===== src/rtl/uart_pkg.sv =====
// Shared definitions for the parametrised UART transmitter.
//   PAR_*        parity mode encodings for the PARITY parameter
//   uart_state_t framing FSM states
//   frame_bits() total serial bits in one frame for a given configuration
package uart_pkg;

  localparam int PAR_NONE = 0;
  localparam int PAR_EVEN = 1;
  localparam int PAR_ODD  = 2;

  typedef enum logic [2:0] {IDLE, START, DATA, PAR, STOP} uart_state_t;

  function automatic int frame_bits(int data_bits, int parity, int stop_bits);
    return 1 + data_bits + ((parity != PAR_NONE) ? 1 : 0) + stop_bits;
  endfunction

endpackage


===== src/rtl/uart_tx_fifo_param_if.sv =====
// Word-queue handshake into the UART transmitter.
//   tx_data  word to queue
//   tx_valid tx_data is valid this cycle
//   tx_ready transmitter FIFO can accept a word this cycle
interface uart_tx_fifo_param_if #(parameter int DATA_BITS = 8);
  logic [DATA_BITS-1:0] tx_data;
  logic                 tx_valid;
  logic                 tx_ready;

  modport master (output tx_data, output tx_valid, input tx_ready);
  modport slave  (input tx_data, input tx_valid, output tx_ready);
endinterface


===== src/rtl/uart_sync_fifo.sv =====
// Single-clock FIFO, power-of-two depth, pointers wrap naturally.
//   clk, rst_n   clock, async active-low reset
//   push, wdata  write request (ignored when full)
//   pop, rdata   read request (ignored when empty); rdata shows the head word
//   count        words stored; full/empty decoded from count
module uart_sync_fifo #(
  parameter int WIDTH = 8,
  parameter int DEPTH = 4
) (
  input  logic                     clk,
  input  logic                     rst_n,
  input  logic                     push,
  input  logic [WIDTH-1:0]         wdata,
  input  logic                     pop,
  output logic [WIDTH-1:0]         rdata,
  output logic [$clog2(DEPTH):0]   count,
  output logic                     full,
  output logic                     empty
);
  localparam int AW = $clog2(DEPTH);

  logic [WIDTH-1:0] mem [DEPTH];
  logic [AW-1:0]    wr_ptr, rd_ptr;
  logic             do_push, do_pop;

  assign full    = (count == (AW+1)'(DEPTH));
  assign empty   = (count == '0);
  assign do_push = push && !full;
  assign do_pop  = pop && !empty;
  assign rdata   = mem[rd_ptr];

  always_ff @(posedge clk or negedge rst_n) begin
    if (!rst_n) begin
      wr_ptr <= '0;
      rd_ptr <= '0;
      count  <= '0;
    end else begin
      if (do_push) wr_ptr <= wr_ptr + 1'b1;
      if (do_pop)  rd_ptr <= rd_ptr + 1'b1;
      case ({do_push, do_pop})
        2'b10:   count <= count + 1'b1;
        2'b01:   count <= count - 1'b1;
        default: ;
      endcase
    end
  end

  // Storage carries no reset; only pointers define validity.
  always_ff @(posedge clk) begin
    if (do_push) mem[wr_ptr] <= wdata;
  end

endmodule


===== src/rtl/uart_tx_fifo_param.sv =====
// Parametrised UART transmitter with an input word FIFO.
//   clk, rst_n  clock, async active-low reset (forces txd high at once)
//   baud_div    cycles per serial bit, sampled at frame start, 0 acts as 1
//   tx          valid/ready word handshake (slave side)
//   txd         registered serial line, idle high
//   busy        a frame is in progress
//   fifo_count  words queued, excluding the word being shifted
module uart_tx_fifo_param
  import uart_pkg::*;
#(
  parameter int DATA_BITS  = 8,
  parameter int PARITY     = 0,
  parameter int STOP_BITS  = 1,
  parameter int FIFO_DEPTH = 4,
  parameter int DIV_W      = 16
) (
  input  logic                          clk,
  input  logic                          rst_n,
  input  logic [DIV_W-1:0]              baud_div,
  uart_tx_fifo_param_if.slave           tx,
  output logic                          txd,
  output logic                          busy,
  output logic [$clog2(FIFO_DEPTH):0]   fifo_count
);
  localparam logic [2:0] LAST_DATA = 3'(DATA_BITS - 1);
  localparam logic [2:0] LAST_STOP = 3'(STOP_BITS - 1);

  uart_state_t          state, state_nx;
  logic [DIV_W-1:0]     eff_div, eff_div_nx, baud_cnt, baud_cnt_nx, new_div;
  logic [2:0]           bit_idx, bit_idx_nx;
  logic [DATA_BITS-1:0] shreg, shreg_nx, head;
  logic                 par_bit, par_bit_nx, txd_nx, busy_nx;
  logic                 pop, load, full, empty, bit_end;

  uart_sync_fifo #(.WIDTH(DATA_BITS), .DEPTH(FIFO_DEPTH)) u_fifo (
    .clk   (clk),
    .rst_n (rst_n),
    .push  (tx.tx_valid),
    .wdata (tx.tx_data),
    .pop   (pop),
    .rdata (head),
    .count (fifo_count),
    .full  (full),
    .empty (empty)
  );

  assign tx.tx_ready = !full;
  assign bit_end     = (baud_cnt == '0);
  assign new_div     = (baud_div == '0) ? DIV_W'(1) : baud_div;

  always_comb begin
    state_nx    = state;
    eff_div_nx  = eff_div;
    bit_idx_nx  = bit_idx;
    shreg_nx    = shreg;
    par_bit_nx  = par_bit;
    txd_nx      = txd;
    load        = 1'b0;
    // Down-counter reloads at each bit boundary.
    baud_cnt_nx = bit_end ? eff_div - 1'b1 : baud_cnt - 1'b1;
    case (state)
      IDLE: begin
        txd_nx      = 1'b1;
        baud_cnt_nx = '0;
        load        = !empty;
      end
      START: if (bit_end) begin
        state_nx   = DATA;
        txd_nx     = shreg[0];
        bit_idx_nx = '0;
      end
      DATA: if (bit_end) begin
        if (bit_idx == LAST_DATA) begin
          bit_idx_nx = '0;
          if (PARITY != PAR_NONE) begin
            state_nx = PAR;
            txd_nx   = par_bit;
          end else begin
            state_nx = STOP;
            txd_nx   = 1'b1;
          end
        end else begin
          bit_idx_nx = bit_idx + 1'b1;
          shreg_nx   = shreg >> 1;
          txd_nx     = shreg[1];
        end
      end
      PAR: if (bit_end) begin
        state_nx = STOP;
        txd_nx   = 1'b1;
      end
      STOP: if (bit_end) begin
        if (bit_idx == LAST_STOP) begin
          bit_idx_nx = '0;
          // Queued word starts immediately: no idle cycle between frames.
          if (!empty) load = 1'b1;
          else        state_nx = IDLE;
        end else begin
          bit_idx_nx = bit_idx + 1'b1;
        end
      end
      default: state_nx = IDLE;
    endcase
    if (load) begin
      state_nx    = START;
      shreg_nx    = head;
      par_bit_nx  = (PARITY == PAR_ODD) ? ~^head : ^head;
      eff_div_nx  = new_div;
      baud_cnt_nx = new_div - 1'b1;
      txd_nx      = 1'b0;
    end
    pop     = load;
    busy_nx = (state_nx != IDLE);
  end

  always_ff @(posedge clk or negedge rst_n) begin
    if (!rst_n) begin
      state    <= IDLE;
      eff_div  <= DIV_W'(1);
      baud_cnt <= '0;
      bit_idx  <= '0;
      shreg    <= '0;
      par_bit  <= 1'b0;
      txd      <= 1'b1;
      busy     <= 1'b0;
    end else begin
      state    <= state_nx;
      eff_div  <= eff_div_nx;
      baud_cnt <= baud_cnt_nx;
      bit_idx  <= bit_idx_nx;
      shreg    <= shreg_nx;
      par_bit  <= par_bit_nx;
      txd      <= txd_nx;
      busy     <= busy_nx;
    end
  end

endmodule


===== src/flat_wrapper.sv =====
// flat-port wrapper written by rule: the top's interface ports become plain ports
module uart_tx_fifo_param_flat import uart_pkg::*;
#(
  parameter int DATA_BITS  = 8,
  parameter int PARITY     = 0,
  parameter int STOP_BITS  = 1,
  parameter int FIFO_DEPTH = 4,
  parameter int DIV_W      = 16
)
  (clk, rst_n, baud_div, txd, busy, fifo_count, tx_tx_data, tx_tx_valid, tx_tx_ready);
  uart_tx_fifo_param_if #(.DATA_BITS(DATA_BITS)) tx_i ();
  input  logic clk;
  input  logic rst_n;
  input  logic [DIV_W-1:0] baud_div;
  output logic txd;
  output logic busy;
  output logic [$clog2(FIFO_DEPTH):0] fifo_count;
  input wire logic [$bits(tx_i.tx_data)-1:0] tx_tx_data;
  input wire logic [$bits(tx_i.tx_valid)-1:0] tx_tx_valid;
  output wire logic [$bits(tx_i.tx_ready)-1:0] tx_tx_ready;
  assign tx_i.tx_data = tx_tx_data;
  assign tx_i.tx_valid = tx_tx_valid;
  assign tx_tx_ready = tx_i.tx_ready;
  uart_tx_fifo_param #(.DATA_BITS(DATA_BITS), .PARITY(PARITY), .STOP_BITS(STOP_BITS), .FIFO_DEPTH(FIFO_DEPTH), .DIV_W(DIV_W)) u_core (.clk(clk), .rst_n(rst_n), .baud_div(baud_div), .tx(tx_i), .txd(txd), .busy(busy), .fifo_count(fifo_count));
endmodule

===== config.mk =====
export PLATFORM = sky130hd
export DESIGN_NAME = uart_tx_fifo_param_flat
export DESIGN_NICKNAME = d
export VERILOG_FILES = /design/src/rtl/uart_pkg.sv /design/src/rtl/uart_tx_fifo_param_if.sv /design/src/rtl/uart_sync_fifo.sv /design/src/rtl/uart_tx_fifo_param.sv /design/src/flat_wrapper.sv
export SDC_FILE = /design/constraint.sdc
export NUM_CORES = 1
export LEC_CHECK = 0
export CAP_MARGIN = 0
export CORE_AREA = 2 2 104 106
export CTS_BUF_LIST = sky130_fd_sc_hd__clkbuf_16
export DETAILED_ROUTE_END_ITERATION = 8
export DIE_AREA = 0 0 106 108
export GPL_ROUTABILITY_DRIVEN = 1
export PLACE_DENSITY_LB_ADDON = 0.3
export SYNTH_ARGS = -nofsm -noshare
export SYNTH_HDL_FRONTEND = slang
export SYNTH_SLANG_ARGS = --single-unit

===== constraint.sdc =====
create_clock -name clk -period 3.9 [get_ports clk]
set_input_delay 0.78 -clock clk [delete_from_list [all_inputs] [get_ports clk]]
set_output_delay 0.78 -clock clk [all_outputs]
set_load 0.02 [all_outputs]

==> results.md <==
- Critical path required time: 4080 ps
- Final setup TNS: 0 ps
- HP Start: u_core.shreg[0]
- Worst-Skew Late Latency: 340 ps
- Hold Crit Endpoint: u_core.shreg[0]
- Hold Path Class: reg -> reg
- Initial Utilization: 44.1%
- Sequential fraction of the synthesis area: 51.9%
- RD Place Congestion: 0.879
- Area of the multi-input gates: 0.00205 mm²
- FP Rows: 37
- Core Region: 0.0102 mm²
- First-pass GRT wire length: roughly 18000 µm
- Setup Buffers After CTS: 0
- Max VDD drop: 0.371 mV
- Critical Path Fanout Max: 6
- Routed vias/inst: 5.74
- Post-synth EDFFs: 32
- RSZ-0062 raised after global routing: false
- Setup CP Type: in -> reg
- Synth top area cells: dfrtp_1 (29%), edfxtp_1 (21%), nand2_1 (5.7%), mux4_2 (4.0%), nor2_1 (3.1%)
- Chip width: 106 µm
- FF/Latch Area: around 0.0023 mm²
- Pin count of the biggest net entering global routing: 46
- Total gr overflow: 0
- Cell count after synthesis: between 400 and 500
- Pwr Density: ~700 mW/mm²
- Cell variety after synth: 54
- Startpoint Class: primary input
- CTS Buf Count: 9
- Area grow syn2layout: 17.2%
- Root Driver: clkbuf_16
- Crit end category: register
- Worst Skew: slightly above 10 ps
- Fin crit share: 83.0%
- Layout cells sized above 1: 10.3%
- Routed len/inst: 17.3 µm
- Worst-Margin Slew: 1200 ps
- Starting DRT DRC Count: about 270
- Reg clk slew, reported paths: about 70 ps
- DR pass1 iterations: 7
- Most used DFF post-synth: dfrtp_1
- Register bit total from synthesis: 87
- Vias in the first global route: 3572
- Final number of setup-violating endpoints: 0
- Synthesis Warnings: 0
- Max-Cap Viols: 0
- Resized Gates After CTS: 0
- Post-synth top area cell: dfrtp_1
- Max Buffers Root-to-Sink: 2
- Post-Syn Nets: 475
- Yosys top cell area share: ~30%
- Routed vias: roughly 3500
- # DRC: 0
- WHS: 496 ps
- Register-to-Register Setup Slack: 810 ps
- Syn avg cell area: roughly 10 µm²
- Most common cell in the netlist: nand2_1
- DP HPWL: 7520 µm
- Post-DRT Antenna Nets: 0
- Total clock sinks: 87
- Initial antenna violation count: 0
- TritonCTS clock tree: yes
- Hold-fix buffer count after cts: 0
- Fin. max-slew vios: 0
- Asr flop ratio synth: approximately 63%
- Io pins: 33
- R2R depth: 13
- Leak: ~2.1 nW
- Commonest cells post-synth: nand2_1 (68), dfrtp_1 (53), nor2_1 (37)
- Number of antenna diodes: 0
- Max-slew headroom: 19.5%
- Worst reg2reg endpoint: u_core.baud_cnt[14]
- # nets final: 509
- Fmax: around 0.31 GHz
- Synth Cell Area: 0.00451 mm²
- FF-to-FF Start: u_core.baud_cnt[4]
- Fill count: 926
- Tmin final: 3240 ps
- Crit path DAT: 3410 ps
- H-tree depth: 3
- Die Ht: 108 µm
- All-Layer GR Usage: 20.2%
- Hold Path Depth: 2
- Final Hold Viols: 0
- WL final: 10600 µm
- Status: finished clean
- Area of the die: approximately 0.011 mm²
- Port-buffer cells: 32
-- metrics by stage --
stage          setup slack [ps]  utilization, %  cells  total power (W)  instance area, µm²
2_1_floorplan               895               -    437          0.00240                4510
3_3_place_gp                413            48.7    596          0.00277                4980
3_5_place_dp                325            48.7    596          0.00280                4980
4_1_cts                     702            51.6    612          0.00367                5280
5_1_grt                     435            51.6    612          0.00392                5280
6_report                    662            51.6    612          0.00365                5280
-- registers in the layout, summed over array words and instances, names as in the netlist --
| name | cells |
|---|---|
| u_core.u_fifo.rd_ptr | 2 |
| u_core.u_fifo.mem | 32 |
| u_core.txd | 1 |
| u_core.bit_idx | 3 |
| u_core.busy | 1 |
| u_core.u_fifo.wr_ptr | 2 |
| u_core.eff_div | 16 |
| u_core.baud_cnt | 16 |
| u_core.shreg | 8 |
| u_core.u_fifo.count | 3 |
| u_core.state | 3 |
-- logic make-up (layout without fill, tap and decap cells) --
kind of cell	after synthesis	count (layout)	share of synthesized area, %
simple gates	186	186	20.2
compound gates	88	88	12.7
flops	87	87	51.9
buf+inv	29	68	2.55
xor+xnor	28	28	5.44
fa+ha+maj	11	11	3.22
mux	8	8	4.00
-- where the power goes --
part	switching, W	internal, W	total [W]	leakage [nW]
Sequential	0.000355	0.00128	0.00163	0.959
Combinational	0.000621	0.000536	0.00116	0.952
Clock	0.000398	0.000456	0.000855	0.149
-- placed cells by master, fill, tap and decap left out, types with 5 or more instances in the layout --
cell type	count
mux4_2	8
xor2_1	14
nor4_1	8
a21oi_1	21
a31oi_1	7
clkbuf_16	9
nor2_1	37
inv_1	11
and3_1	7
o21ai_0	20
nand2b_1	6
clkdlybuf4s50_1	31
buf_4	8
xnor2_1	14
or4_1	9
dfrtp_1	53
o22ai_1	10
edfxtp_1	32
or3_1	5
nor3_1	18
ha_1	10
nand2_1	68
nand3_1	11
-- final cells by class --
| cell class | count | share of cell area, % |
|---|---|---|
| Clock buffer | 9 | 4.26 |
| Clock inverter | 7 | 1.44 |
| Inverter | 12 | 0.852 |
| Multi-Input combinational cell | 321 | 38.8 |
| Sequential cell | 87 | 44.3 |
| Tap cell | 136 | 3.22 |
| Timing Repair Buffer | 40 | 7.10 |
-- critical path, cell delays in order --
cell and delay (ps):
clkdlybuf4s50_1 600, nor2_1 120, nor4b_1 180, a31oi_1 460
ha_1 290, nand3_1 120, or3_1 410, nor3_1 210
xnor2_1 150, o32ai_1 100
-- routing by layer --
metal | GRT usage, % | share of wire, %
met3 | 3.32 | 4.3
met4 | 7.24 | 1.5
met2 | 32.9 | 49
met5 | 0 | 0
met1 | 27.5 | 46
-- worst max-delay path by stage --
stage	from	to	slack, ps	cells after the start
5_1_grt	u_core.baud_cnt[9]	u_core.u_fifo.count[2]	430	12
3_3_place_gp	baud_div[5]	u_core.baud_cnt[13]	410	7
6_report	baud_div[2]	u_core.baud_cnt[10]	660	10
2_1_floorplan	u_core.baud_cnt[3]	u_core.baud_cnt[8]	890	12
3_5_place_dp	baud_div[8]	u_core.baud_cnt[10]	320	10
4_1_cts	baud_div[5]	u_core.baud_cnt[10]	700	10
(Power assumes the default switching activity.)
==> patch, RTL diff (config.mk and constraints unchanged) <==
`DATA_BITS` is set to 8 in 3 places; all go to 7.
--- a/src/rtl/uart_tx_fifo_param_if.sv
+++ b/src/rtl/uart_tx_fifo_param_if.sv
@@ -2,7 +2,7 @@
 //   tx_data  word to queue
 //   tx_valid tx_data is valid this cycle
 //   tx_ready transmitter FIFO can accept a word this cycle
-interface uart_tx_fifo_param_if #(parameter int DATA_BITS = 8);
+interface uart_tx_fifo_param_if #(parameter int DATA_BITS = 7);
   logic [DATA_BITS-1:0] tx_data;
   logic                 tx_valid;
   logic                 tx_ready;
--- a/src/rtl/uart_tx_fifo_param.sv
+++ b/src/rtl/uart_tx_fifo_param.sv
@@ -8,7 +8,7 @@
 module uart_tx_fifo_param
   import uart_pkg::*;
 #(
-  parameter int DATA_BITS  = 8,
+  parameter int DATA_BITS  = 7,
   parameter int PARITY     = 0,
   parameter int STOP_BITS  = 1,
   parameter int FIFO_DEPTH = 4,
--- a/src/flat_wrapper.sv
+++ b/src/flat_wrapper.sv
@@ -1,7 +1,7 @@
 // flat-port wrapper written by rule: the top's interface ports become plain ports
 module uart_tx_fifo_param_flat import uart_pkg::*;
 #(
-  parameter int DATA_BITS  = 8,
+  parameter int DATA_BITS  = 7,
   parameter int PARITY     = 0,
   parameter int STOP_BITS  = 1,
   parameter int FIFO_DEPTH = 4,
Ports: changed (resized tx_tx_data); port bits go from 33 to 32. No check against the original RTL was run, so the function may have changed too.
==> patch against the unedited design <==
  * Sequential cell count shrank 5
  * Combinational power shrank 7%
  * Final area shrank 3.1%
  * Worst hold slack lost 0.016 ns
  * Critical path depth grew 1
  * Register-to-register slack lost 0.39 ns
  * Setup slack lost 0.24 ns
  * Total power shrank 4.2%
  * Synthesized area shrank 2.8%
  * Wire length shrank 8.0%
  * Largest power group unchanged
==> patch: results (changes against the unedited design) <==
VDD IR-drop max 0.426 mV (was 0.371 mV); Slew @ Worst Pin 0.778 ns (was 1.20 ns); GRT Overall Usage 18.6% (was 20.2%); Bufs on Longest Clock Path 2 (unchanged); Skew-Pair Late Insertion Delay 0.34 ns (about the same); clock-pin slew on the worst setup and hold paths 0.06 ns; H-tree lvl count 3 (unchanged); count of cell types in the netlist 60 (was 54); slowest stage cell, crit path or4b_2 (was clkdlybuf4s50_1); top post-synthesis cells by count nand2_1 (64), dfrtp_1 (52), edfxtp_1 (28), nor2_1 (28), nor3_1 (17) (was nand2_1 (68), dfrtp_1 (53), nor2_1 (37), edfxtp_1 (32)); Async S/R FF share, synth 65.9% (was 63.2%); outcome finished clean (unchanged); postcts setup bufs 0 (unchanged); Post-CTS Resized 0 (unchanged); reg2reg setup slack 0.42 ns (was 0.81 ns); Final #Nets 491 (was 509); global-route wire length before repair 16.7 mm (was 18.0 mm); ys flop type dfrtp_1 (unchanged); Area contributors post-synth dfrtp_1 (30%), edfxtp_1 (19%), nand2_1 (5.5%), mux4_2 (3.6%), xnor2_1 (3.2%) (was dfrtp_1 (29%), edfxtp_1 (21%), nand2_1 (5.7%), mux4_2 (4.0%), nor2_1 (3.1%)); vias per cell 5.69 (was 5.74); syn_nets 461 (was 475); share of layout cells above drive strength 1 9.37% (was 10.3%); leakage 2.00 nW (was 2.06 nW); CP delay by family, top simple AND/OR/NAND/NOR gates (unchanged); met1 usage 24.6% (was 27.5%); DR pass1 iterations 5 (was 7); Initial DRC Count 283 (was 273); via count of the first global-routing pass 3423 (was 3572); sequential area share after synthesis 50.1% (was 51.9%); RD Place Congestion 0.910 (was 0.879); Hold Crit Class flop to flop (unchanged); crit-path max FO 8 (was 6); synth warn 0 (unchanged); DR WL/cell 16.4 um (was 17.3 um); CTS Root Cell clkbuf_16 (unchanged); CTS Buf Count 9 (unchanged); CP Launch Type flop (was primary input); initial antenna violation count 0 (unchanged); Final HPWL DP 7.07 mm (was 7.52 mm); Reg2Reg Launch Point u_core.baud_cnt[9]$_DFF_PN0_ (was u_core.baud_cnt[4]$_DFF_PN0_); EDFF count, synth 28 (was 32); grt met3 use 2.59% (was 3.32%); met2 Use GR 30.5% (was 32.9%); number of diodes 0 (unchanged); largest net degree at the start of global routing 36 (was 46); CP max stage delay 0.62 ns (was 0.60 ns); Clock Skew 0.00593 ns (was 0.0101 ns); hold path startpoint u_core.shreg[5]$_DFFE_PN0P_ (was u_core.shreg[0]$_DFFE_PN0P_); top flop regs u_core.u_fifo.mem (28), u_core.baud_cnt (16), u_core.eff_div (16) (was u_core.u_fifo.mem (32), u_core.baud_cnt (16), u_core.eff_div (16)); Port Buffers 31 (was 32)
patch: area by class of cell:
cell class	instances	area (um2)
fill	886	5110
sequential	82	2190
multi-input combinational	311	2050
timing repair buffer	38	358
clock buffer	9	225
tap	136	170
clock inverter	7	76.3
inverter	12	45.0
patch: per-stage QoR:
stage / std cells / worst slack, ns / area [um2] / utilization, % / hold slack [ns]
floorplan: 424 / 0.460 / 4380 / - / 0.446
CTS: 595 / 0.465 / 5120 / 50.0 / 0.484
global placement: 579 / 0.511 / 4820 / 47.1 / 0.458
global route: 595 / 0.209 / 5120 / 50.0 / 0.498
finish: 595 / 0.425 / 5120 / 50.0 / 0.480
detailed placement: 579 / 0.415 / 4820 / 47.1 / 0.470
patch: path summary, 6_finish.rpt:
path                                                   to  cells after the start
max                         u_core.baud_cnt[10]$_DFF_PN0_                     11
min                           u_core.shreg[5]$_DFFE_PN0P_                      1
max reg2reg                 u_core.baud_cnt[10]$_DFF_PN0_                     11
min reg2reg                   u_core.shreg[5]$_DFFE_PN0P_                      1
max in group asynchronous   u_core.eff_div[0]$_DFFE_PN1N_                      2
min in group asynchronous  u_core.eff_div[13]$_DFFE_PN0N_                      1
patch: kinds of logic after synthesis:
group,after synthesis,share of synthesized area [%]
buffers and inverters,31,3.06
adders and majority gates,11,3.31
muxes,11,4.54
DFF,82,50.1
AOI/OAI and AO/OA,89,13.5
and+or+nand+nor,173,20.1
xor gates and xnor gates,27,5.40
patch: layer usage:
| layer | vias to the layer above | wire [um] |
|---|---|---|
| li1 | 1624 | - |
| met1 | 1646 | 4290 |
| met2 | 97 | 4760 |
| met3 | 21 | 480 |
| met4 | 0 | 224 |
| met5 | - | 0 |
patch: power by group:
part           switching, W  internal, W  total [W]  leakage, nW
sequential         0.000351      0.00121    0.00156        0.917
combinational      0.000564     0.000518    0.00108        0.936
clock              0.000354     0.000500   0.000854        0.144
total               0.00127      0.00223    0.00349         2.00
